File: src/rtl/rtc_bus_responder.sv
// BCD real-time clock behind an asynchronous multiplexed address/data bus.
// Bus pins are double-flopped; an 8-bit address latch selects time/control registers.
module rtc_bus_responder (
   input  logic       clk,
   input  logic       rst,
   input  logic       cs,
   input  logic       ad,
   input  logic       wr,
   input  logic       rd,
   input  logic [7:0] ADin,
   input  logic       tick,
   output logic [7:0] ADout,
   output logic       ADoe,
   output logic       err
);
   typedef enum logic [1:0] {IDLE, ADDR, WDATA, RDATA} state_t;

   // {cs, ad, wr, rd, ADin} as seen on an idle bus
   localparam logic [11:0] BUS_IDLE = 12'hB00;
   // index 0..5 = seconds, minutes, hours, day, month, year
   localparam logic [5:0][7:0] MAXV = {8'h99, 8'h12, 8'h31, 8'h23, 8'h59, 8'h59};
   localparam logic [5:0][7:0] MINV = {8'h00, 8'h01, 8'h01, 8'h00, 8'h00, 8'h00};

   logic [11:0]     sync1, sync2;
   logic            cs_s, ad_s, wr_s, rd_s, wr_q, wr_rise;
   logic [7:0]      din_s;
   state_t          state, state_n;
   logic [7:0]      addr;
   logic [5:0][7:0] tr;
   logic            stop;
   logic            coll_q;
   logic            wr_en, addr_ld, coll, rd_entry, wr_ok;
   logic [7:0]      rmux;
   logic            rmap;
   logic [5:0]      hit, cy;

   assign {cs_s, ad_s, wr_s, rd_s, din_s} = sync2;
   assign wr_rise = wr_s & ~wr_q;

   function automatic logic bcd_ok(input logic [7:0] d);
      return (d[7:4] <= 4'd9) && (d[3:0] <= 4'd9);
   endfunction

   function automatic logic wr_valid(input logic [7:0] a, input logic [7:0] d);
      case (a)
         8'h21, 8'h22: return bcd_ok(d) && (d <= 8'h59);
         8'h23:        return bcd_ok(d) && (d <= 8'h23);
         8'h24:        return bcd_ok(d) && (d != 8'h00) && (d <= 8'h31);
         8'h25:        return bcd_ok(d) && (d != 8'h00) && (d <= 8'h12);
         8'h26:        return bcd_ok(d);
         8'h02:        return 1'b1;
         default:      return 1'b0;
      endcase
   endfunction

   function automatic logic [7:0] bcd_inc(input logic [7:0] v, input logic [7:0] mx,
                                          input logic [7:0] mn);
      if (v == mx) return mn;
      if (v[3:0] == 4'd9) return {v[7:4] + 4'd1, 4'd0};
      return v + 8'd1;
   endfunction

   always_ff @(posedge clk or negedge rst) begin
      if (!rst) begin
         sync1 <= BUS_IDLE;
         sync2 <= BUS_IDLE;
         wr_q  <= 1'b1;
      end else begin
         sync1 <= {cs, ad, wr, rd, ADin};
         sync2 <= sync1;
         wr_q  <= wr_s;
      end
   end

   always_comb begin
      state_n  = state;
      wr_en    = 1'b0;
      addr_ld  = 1'b0;
      coll     = 1'b0;
      rd_entry = 1'b0;
      case (state)
         IDLE:
            if (!cs_s) begin
               if (!wr_s && !rd_s) coll = 1'b1;
               else if (!wr_s) state_n = ad_s ? WDATA : ADDR;
               else if (ad_s && !rd_s) begin
                  state_n  = RDATA;
                  rd_entry = 1'b1;
               end
            end
         ADDR:
            if (wr_rise) begin
               addr_ld = 1'b1;
               state_n = IDLE;
            end else if (cs_s) state_n = IDLE;
         WDATA:
            if (wr_rise) begin
               wr_en   = 1'b1;
               state_n = IDLE;
            end else if (cs_s) state_n = IDLE;
         RDATA:
            if (rd_s || cs_s) state_n = IDLE;
         default: state_n = IDLE;
      endcase
   end

   always_comb begin
      rmux = 8'h00;
      rmap = 1'b1;
      case (addr)
         8'h21:   rmux = tr[0];
         8'h22:   rmux = tr[1];
         8'h23:   rmux = tr[2];
         8'h24:   rmux = tr[3];
         8'h25:   rmux = tr[4];
         8'h26:   rmux = tr[5];
         8'h02:   rmux = {7'b0, stop};
         default: rmap = 1'b0;
      endcase
   end

   // A bus write to a time register wins over the tick and blocks its carry upward
   always_comb begin
      wr_ok = wr_valid(addr, din_s);
      for (int k = 0; k < 6; k++)
         hit[k] = wr_en && wr_ok && (addr == 8'(33 + k));
      cy[0] = tick & ~stop;
      for (int k = 1; k < 6; k++)
         cy[k] = cy[k-1] & (tr[k-1] == MAXV[k-1]) & ~hit[k-1];
   end

   always_ff @(posedge clk or negedge rst) begin
      if (!rst) begin
         addr <= 8'h00;
         tr   <= MINV;
         stop <= 1'b0;
      end else begin
         if (addr_ld) addr <= din_s;
         if (wr_en && wr_ok && (addr == 8'h02)) stop <= din_s[0];
         for (int k = 0; k < 6; k++) begin
            if (hit[k]) tr[k] <= din_s;
            else if (cy[k]) tr[k] <= bcd_inc(tr[k], MAXV[k], MINV[k]);
         end
      end
   end

   always_ff @(posedge clk or negedge rst) begin
      if (!rst) begin
         state  <= IDLE;
         ADout  <= 8'h00;
         ADoe   <= 1'b0;
         err    <= 1'b0;
         coll_q <= 1'b0;
      end else begin
         state  <= state_n;
         coll_q <= coll;
         // a held wr/rd collision reports only on its first cycle
         err    <= (coll & ~coll_q) | (wr_en & ~wr_ok) | (rd_entry & ~rmap);
         if (state == RDATA && !(rd_s || cs_s)) begin
            ADoe  <= 1'b1;
            ADout <= rmux;
         end else begin
            ADoe  <= 1'b0;
         end
      end
   end
endmodule

File: config.mk
export PLATFORM = sky130hd
export DESIGN_NAME = rtc_bus_responder
export DESIGN_NICKNAME = d
export VERILOG_FILES = /design/src/rtl/rtc_bus_responder.sv
export SDC_FILE = /design/constraint.sdc
export NUM_CORES = 1
export LEC_CHECK = 0
export BUFFER_PORTS_ARGS = -buffer_cell sky130_fd_sc_hd__buf_2
export CAP_MARGIN = 20
export CELL_PAD_IN_SITES_DETAIL_PLACEMENT = 1
export CELL_PAD_IN_SITES_GLOBAL_PLACEMENT = 1
export CORE_MARGIN = 2
export CORE_UTILIZATION = 35
export DETAILED_ROUTE_END_ITERATION = 16
export PLACE_DENSITY_LB_ADDON = 0.25
export SYNTH_ARGS = -nofsm -noshare
export SYNTH_HDL_FRONTEND = slang
export SYNTH_SLANG_ARGS = --single-unit
File: constraint.sdc
create_clock -name clk -period 3.95 [get_ports clk]
set_clock_uncertainty 0.15 [all_clocks]
set_input_delay 0.395 -clock clk [delete_from_list [all_inputs] [get_ports clk]]
set_output_delay 0.395 -clock clk [all_outputs]
set_load 0.03 [all_outputs]
=== Yosys cells after proc, flatten, opt, wreduce, memory -nomap -nowiden ===
Index checks and enable logic that the tools add are counted.

* Flip-flop bits (word level): 95
* Input bits: 15
* Word-level logic and storage cells: 223

* Add/subtract/negate cells: 12
* Magnitude comparators: 6
* Eq/ne operators: 27
* Muxes and demuxes: 102
* Bitwise gates (word level): 27
* Reductions and logical operators: 33

{| class="wikitable"
|+ Operators by type and width
! operator !! number
|-
| $mux W8 || 36
|-
| $eq A8 B6 Y1 const B || 8
|-
| $pmux W8 S7 || 1
|-
| $mux W1 || 55
|-
| $add A8 B1 Y8 const B || 6
|-
| $add A4 B1 Y4 const B || 6
|-
| $eq A4 B4 Y1 const B || 6
|-
| $logic_and A1 B1 Y1 || 17
|-
| $eq A8 B7 Y1 const B || 2
|-
| $le A8 B6 Y1 const B || 2
|-
| $mux W2 || 8
|-
| $and A1 B1 Y1 || 15
|-
| $reduce_bool A2 Y1 || 6
|-
| $not A1 Y1 || 10
|-
| $eq A8 B2 Y1 const B || 1
|-
| $eq A8 B5 Y1 const B || 1
|-
| $eq A8 B8 Y1 const B || 1
|-
| $le A4 B4 Y1 const B || 2
|-
| $le A8 B5 Y1 const B || 1
|-
| $le A8 B7 Y1 const B || 1
|-
| $reduce_bool A8 Y1 || 1
|-
| $reduce_or A7 Y1 || 1
|-
| $pmux W1 S6 || 1
|-
| $pmux W2 S3 || 1
|-
| other kinds (12) || 18
|}

=== Depth between registers and ports, before layout ===
* Depth in word-level cells: 26
* Depth in mapped cells: 10

=== Worst setup path before layout ===
Ideal clock, no wire load.

* Path kind: reg-to-reg
* Start point: register addr[4]
* End point: register tr[27] (netlist bit)
* Setup time: 0.125 ns
* Data arrival time: 2.989 ns
* Required time: 3.675 ns
* Slack: 0.686 ns
* Cell stages (with the launch flop): 10
* Buffers on the path: 3
* Clock period less this slack: 3.264 ns
* Cell sequence: dfrtp_1 or4b_1 clkbuf_1 or3_1 buf_2 o41ai_4 o31ai_2 or3_1 buf_2 mux2_4

* Cells in the longest elaborated chain, start to end: 12
* Elaborated cells on any way between the ends: 24

{| class="wikitable"
|+ RTL lines
! item !! RTL line !! text
|-
| from (decl) || 28 || <nowiki>logic [7:0] addr;</nowiki>
|-
| from (signal assigned) || 138 || <nowiki>if (addr_ld) addr <= din_s;</nowiki>
|-
| $eq A8 B6 Y1 || 45, 126 ||
|-
| $reduce_or A2 Y1 || 45 || <nowiki>case (a)</nowiki>
|-
| $pmux W1 S6 || 45 ||
|-
| $logic_and A1 B1 Y1 (2 in a row) || 126 || <nowiki>hit[k] = wr_en && wr_ok && (addr == 8'(33 + k));</nowiki>
|-
| $not A1 Y1 || 129 || <nowiki>cy[k] = cy[k-1] & (tr[k-1] == MAXV[k-1]) & ~hit[k-1];</nowiki>
|-
| $and A1 B1 Y1 (5 in a row) || 129 ||
|-
| $reduce_bool A2 Y1 (no line) || n/a ||
|-
| to (signal, indexed assignment) || 141 || <nowiki>if (hit[k]) tr[k] <= din_s;</nowiki>
|-
| to (signal, indexed assignment) || 142 || <nowiki>else if (cy[k]) tr[k] <= bcd_inc(tr[k], MAXV[k], MINV[k]);</nowiki>
|-
| to (decl) || 29 || <nowiki>logic [5:0][7:0] tr;</nowiki>
|}

Several ways; a longest one is shown, not always the timed one.
A chain may end at the register's enable or synchronous reset.

=== Worst setup path in the final report ===
Same ends and word-level chain as after synthesis.

==> impl_metrics.tcl <==
set metrics [dict create \
    dieWidth_um 131 \
    relSlewSlack 0.436 \
    post-dp-hpwl_um 13200 \
    track_usage 0.226 \
    arrival_ns 3.78 \
    critPathBufInv 0 \
    cp_max_fo 9 \
    finalCritPeriodShare 0.931 \
    yosys.cell_types.count 65 \
    outcome "complete, but fails checks" \
    overflow 0 \
    wl_per_cell_um 20.8 \
    p_seq_frac 0.452 \
    min_period_ns 3.68 \
    hold_viol_final 9 \
    end_kind "flip-flop" \
    slowest_delay_ns 0.73 \
    initial_utilization 0.357 \
    syn2layout_area_growth_pct 15.0 \
    finish.utilization 0.410 \
    cts_root_buf "clkbuf_16" \
    drtAntennaViolNets 0 \
    setup_viol 0 \
    row_count 46 \
    clock-sinks 95 \
    grt_pass1_vias 5252 \
    drt_pass1_iterations 5 \
    worst_ep_required_time_ns 4.05 \
    leakagePower_nw 2.77 \
    mostFrequentLayoutCells "dfrtp_1, nor2_1, nand2_1" \
    synth_edf_count 0 \
    cp_slowest_cell "o41ai_4" \
    multiInputGateArea_mm2 0.00306 \
    max_cap_violations 0 \
    ys_ff_latch 95 \
    die_h_um 131 \
    reg2reg_depth 6 \
    p_switching_mw 1.13 \
    pwr-share-clk 0.284 \
    drt_iter0_drc 423 \
    syn-mean-instance-area_um2 9.18 \
    h-tree-depth 3 \
    yosys-top-cells-area "dfrtp_1, ha_1, dfstp_2, nor2_1, nand2_1" \
    path_clk_slew_ns 0.08 \
    die-area_mm2 0.0172 \
    syn_area_mm2 0.00565 \
    portBuffers 24 \
    grt_max_degree 67 \
    cts_buffers 9 \
    netlist_instances 615 \
    antenna_cells 0 \
    grt_pass1_wl_um 29100 \
    fmax_mhz 272 \
    synth_mux_area_frac 0.0603 \
    whs_ns -0.00832 \
    drive_gt1_frac 0.147 \
    synth_top_family_by_area "compound AO/OA/AOI/OAI gates" \
    tritoncts "yes" \
    fin_nets 693 \
    synthXorXnorAreaFrac 0.0140 \
    synthAdderAreaFrac 0.0554 \
    hold_class "input pin to asynchronous set/reset pin" \
    fillCellCount 1852 \
    violations "negative hold slack" \
    ir_drop_v 0.000250 \
    synth_nets 655 \
    synth_compound_area_frac 0.219 \
    tightestPinTransition_ns 0.846 \
    crit_chain "or4b_1, or3_1, o41ai_4, o31ai_2, or3_1, mux2_4" \
    ys_seq_area_frac 0.423 \
    rsz0062_at_grt "no" \
    cp.depth 6 \
    fin_setup_tns_ns 0 \
    gp_congestion 0.987 \
    powerDensity_mw_per_mm2 466 \
    critPathTopFamily "simple AND/OR/NAND/NOR gates" \
    layout.cells.most_common "dfrtp_1" \
    antenna_found_initial 0 \
    io_pins 25 \
    ys_warn_count 0 \
    wirelength_um 18200 \
    netlist.area_leader.share 0.381 \
    postSynth.asyncResetShare 1.00 \
    vias 5070 \
    viasPerCell 5.80 \
    startpoint_type "flip-flop" \
    drc 0 \
    regArea_mm2 0.00239 \
    final-max-slew-violation-count 0 \
    core_region_area_mm2 0.0158 \
    synth_ff_type "dfrtp_1" \
    clockBufferDepth 2 \
    crit_top_cell "or3_1" \
    p_int_mw 1.90 \
    clkLatencyLatePin_ns 0.36 \
    cts_resized 0 \
    comb_power_share 0.264 \
    yosysTopAreaCell "dfrtp_1" \
    synthSimpleGateAreaFrac 0.192 \
    critical_path_class "flip-flop to flip-flop" \
    netSwitchingFraction 0.374 \
]
## power groups by stage
| stage | clock [mW] | sequential [mW] | combinational, mW |
|---|---|---|---|
| after floorplan | 0 | 1.37 | 0.502 |
| after global placement | 0 | 1.37 | 0.752 |
| after detailed placement | 0 | 1.38 | 0.795 |
| after CTS | 0.879 | 1.36 | 0.808 |
| after global routing | 0.913 | 1.40 | 0.893 |
| final | 0.861 | 1.37 | 0.799 |
## area by class of cell
| type | instances | area share |
|---|---|---|
| clock buffers | 9 | 0.0347 |
| clock inverters | 7 | 0.00848 |
| inverters | 23 | 0.0133 |
| multi-input cells | 466 | 0.471 |
| flip-flops and latches | 95 | 0.368 |
| well taps | 216 | 0.0416 |
| repair buffers | 58 | 0.0625 |
## per-stage QoR
step	cells	setup slack (ns)	instance area, µm²	total power, mW	hold WS (ns)
6_report	874	0.273	6490	3.03	-0.00832
5_1_grt	874	0.136	6490	3.21	0.0499
4_1_cts	873	0.281	6490	3.05	0.0239
3_5_place_dp	845	0.289	6090	2.18	0.186
3_3_place_gp	845	0.412	6090	2.12	0.182
2_1_floorplan	615	0.686	5650	1.87	-0.0506
## Yosys cell counts, types with 3 or more instances
library cell	instances
nand3b_1	3
xnor2_1	7
mux2i_1	13
inv_1	23
nor2_1	63
ha_1	25
o311ai_0	5
nor2b_1	11
a21boi_0	5
a22oi_1	10
a2111oi_0	3
nand3_1	16
a222oi_1	8
and2_1	6
nand2b_1	9
nor3_1	12
a211oi_1	4
a21o_1	3
a21oi_1	36
o31ai_1	5
nand2_1	60
o2111ai_1	3
mux2_2	16
clkbuf_1	27
and3_1	10
o22ai_1	3
nor4_1	8
o211ai_1	9
o311a_1	3
nand4_1	8
a31oi_1	18
or3_1	6
dfstp_2	9
o21ai_0	38
dfrtp_1	86
## logic make-up after synthesis
family / count (synthesis)
flip-flops: 95
AND/OR/NAND/NOR: 224
XOR/XNOR: 9
buffers and inverters: 54
adder cells (fa/ha/maj): 25
AO/OA/AOI/OAI: 177
multiplexers: 31
## flip-flops by register name, indices dropped and copies added (netlist names)
| signal | count |
|---|---|
| tr | 48 |
| state | 2 |
| err | 1 |
| stop | 1 |
| wr_q | 1 |
| sync1 | 12 |
| coll_q | 1 |
| ADout | 8 |
| addr | 8 |
| sync2 | 12 |
| ADoe | 1 |
## path summary, 6_finish.rpt
check                           startpoint   endpoint  slack [ns]
worst max-delay path               addr[4]     tr[27]        0.27
min in group clk                 sync1[10]  sync2[10]        0.20
worst min register to register   sync1[10]  sync2[10]        0.20
worst min-delay path                   rst  sync1[10]      -0.008
worst max register to register     addr[4]     tr[27]        0.27
max in group asynchronous              rst     tr[21]        2.85
## repair_timing
| item | CTS | global route |
|---|---|---|
| hold buffers | 12 | 0 |
| buffers inserted | 0 | 0 |
| endpoints found under the hold margin | 12 | 0 |
## routing by layer
| layer | vias to the layer above | GRT usage | share of wire |
|---|---|---|---|
| met2 | 115 | 0.375 | 0.49 |
| met5 | - | 0 | 0 |
| li1 | 2353 | - | - |
| met3 | 30 | 0.0318 | 0.036 |
| met1 | 2572 | 0.294 | 0.44 |
| met4 | 0 | 0.100 | 0.030 |
## worst reg2reg max path, stage by stage (launching register included)
cell     delay [ns]
dfrtp_1        0.41
or4b_1         0.64
or3_1          0.53
o41ai_4        0.73
o31ai_2        0.26
or3_1          0.51
mux2_4         0.35
Note: power is estimated with default switching activity, not from simulation.
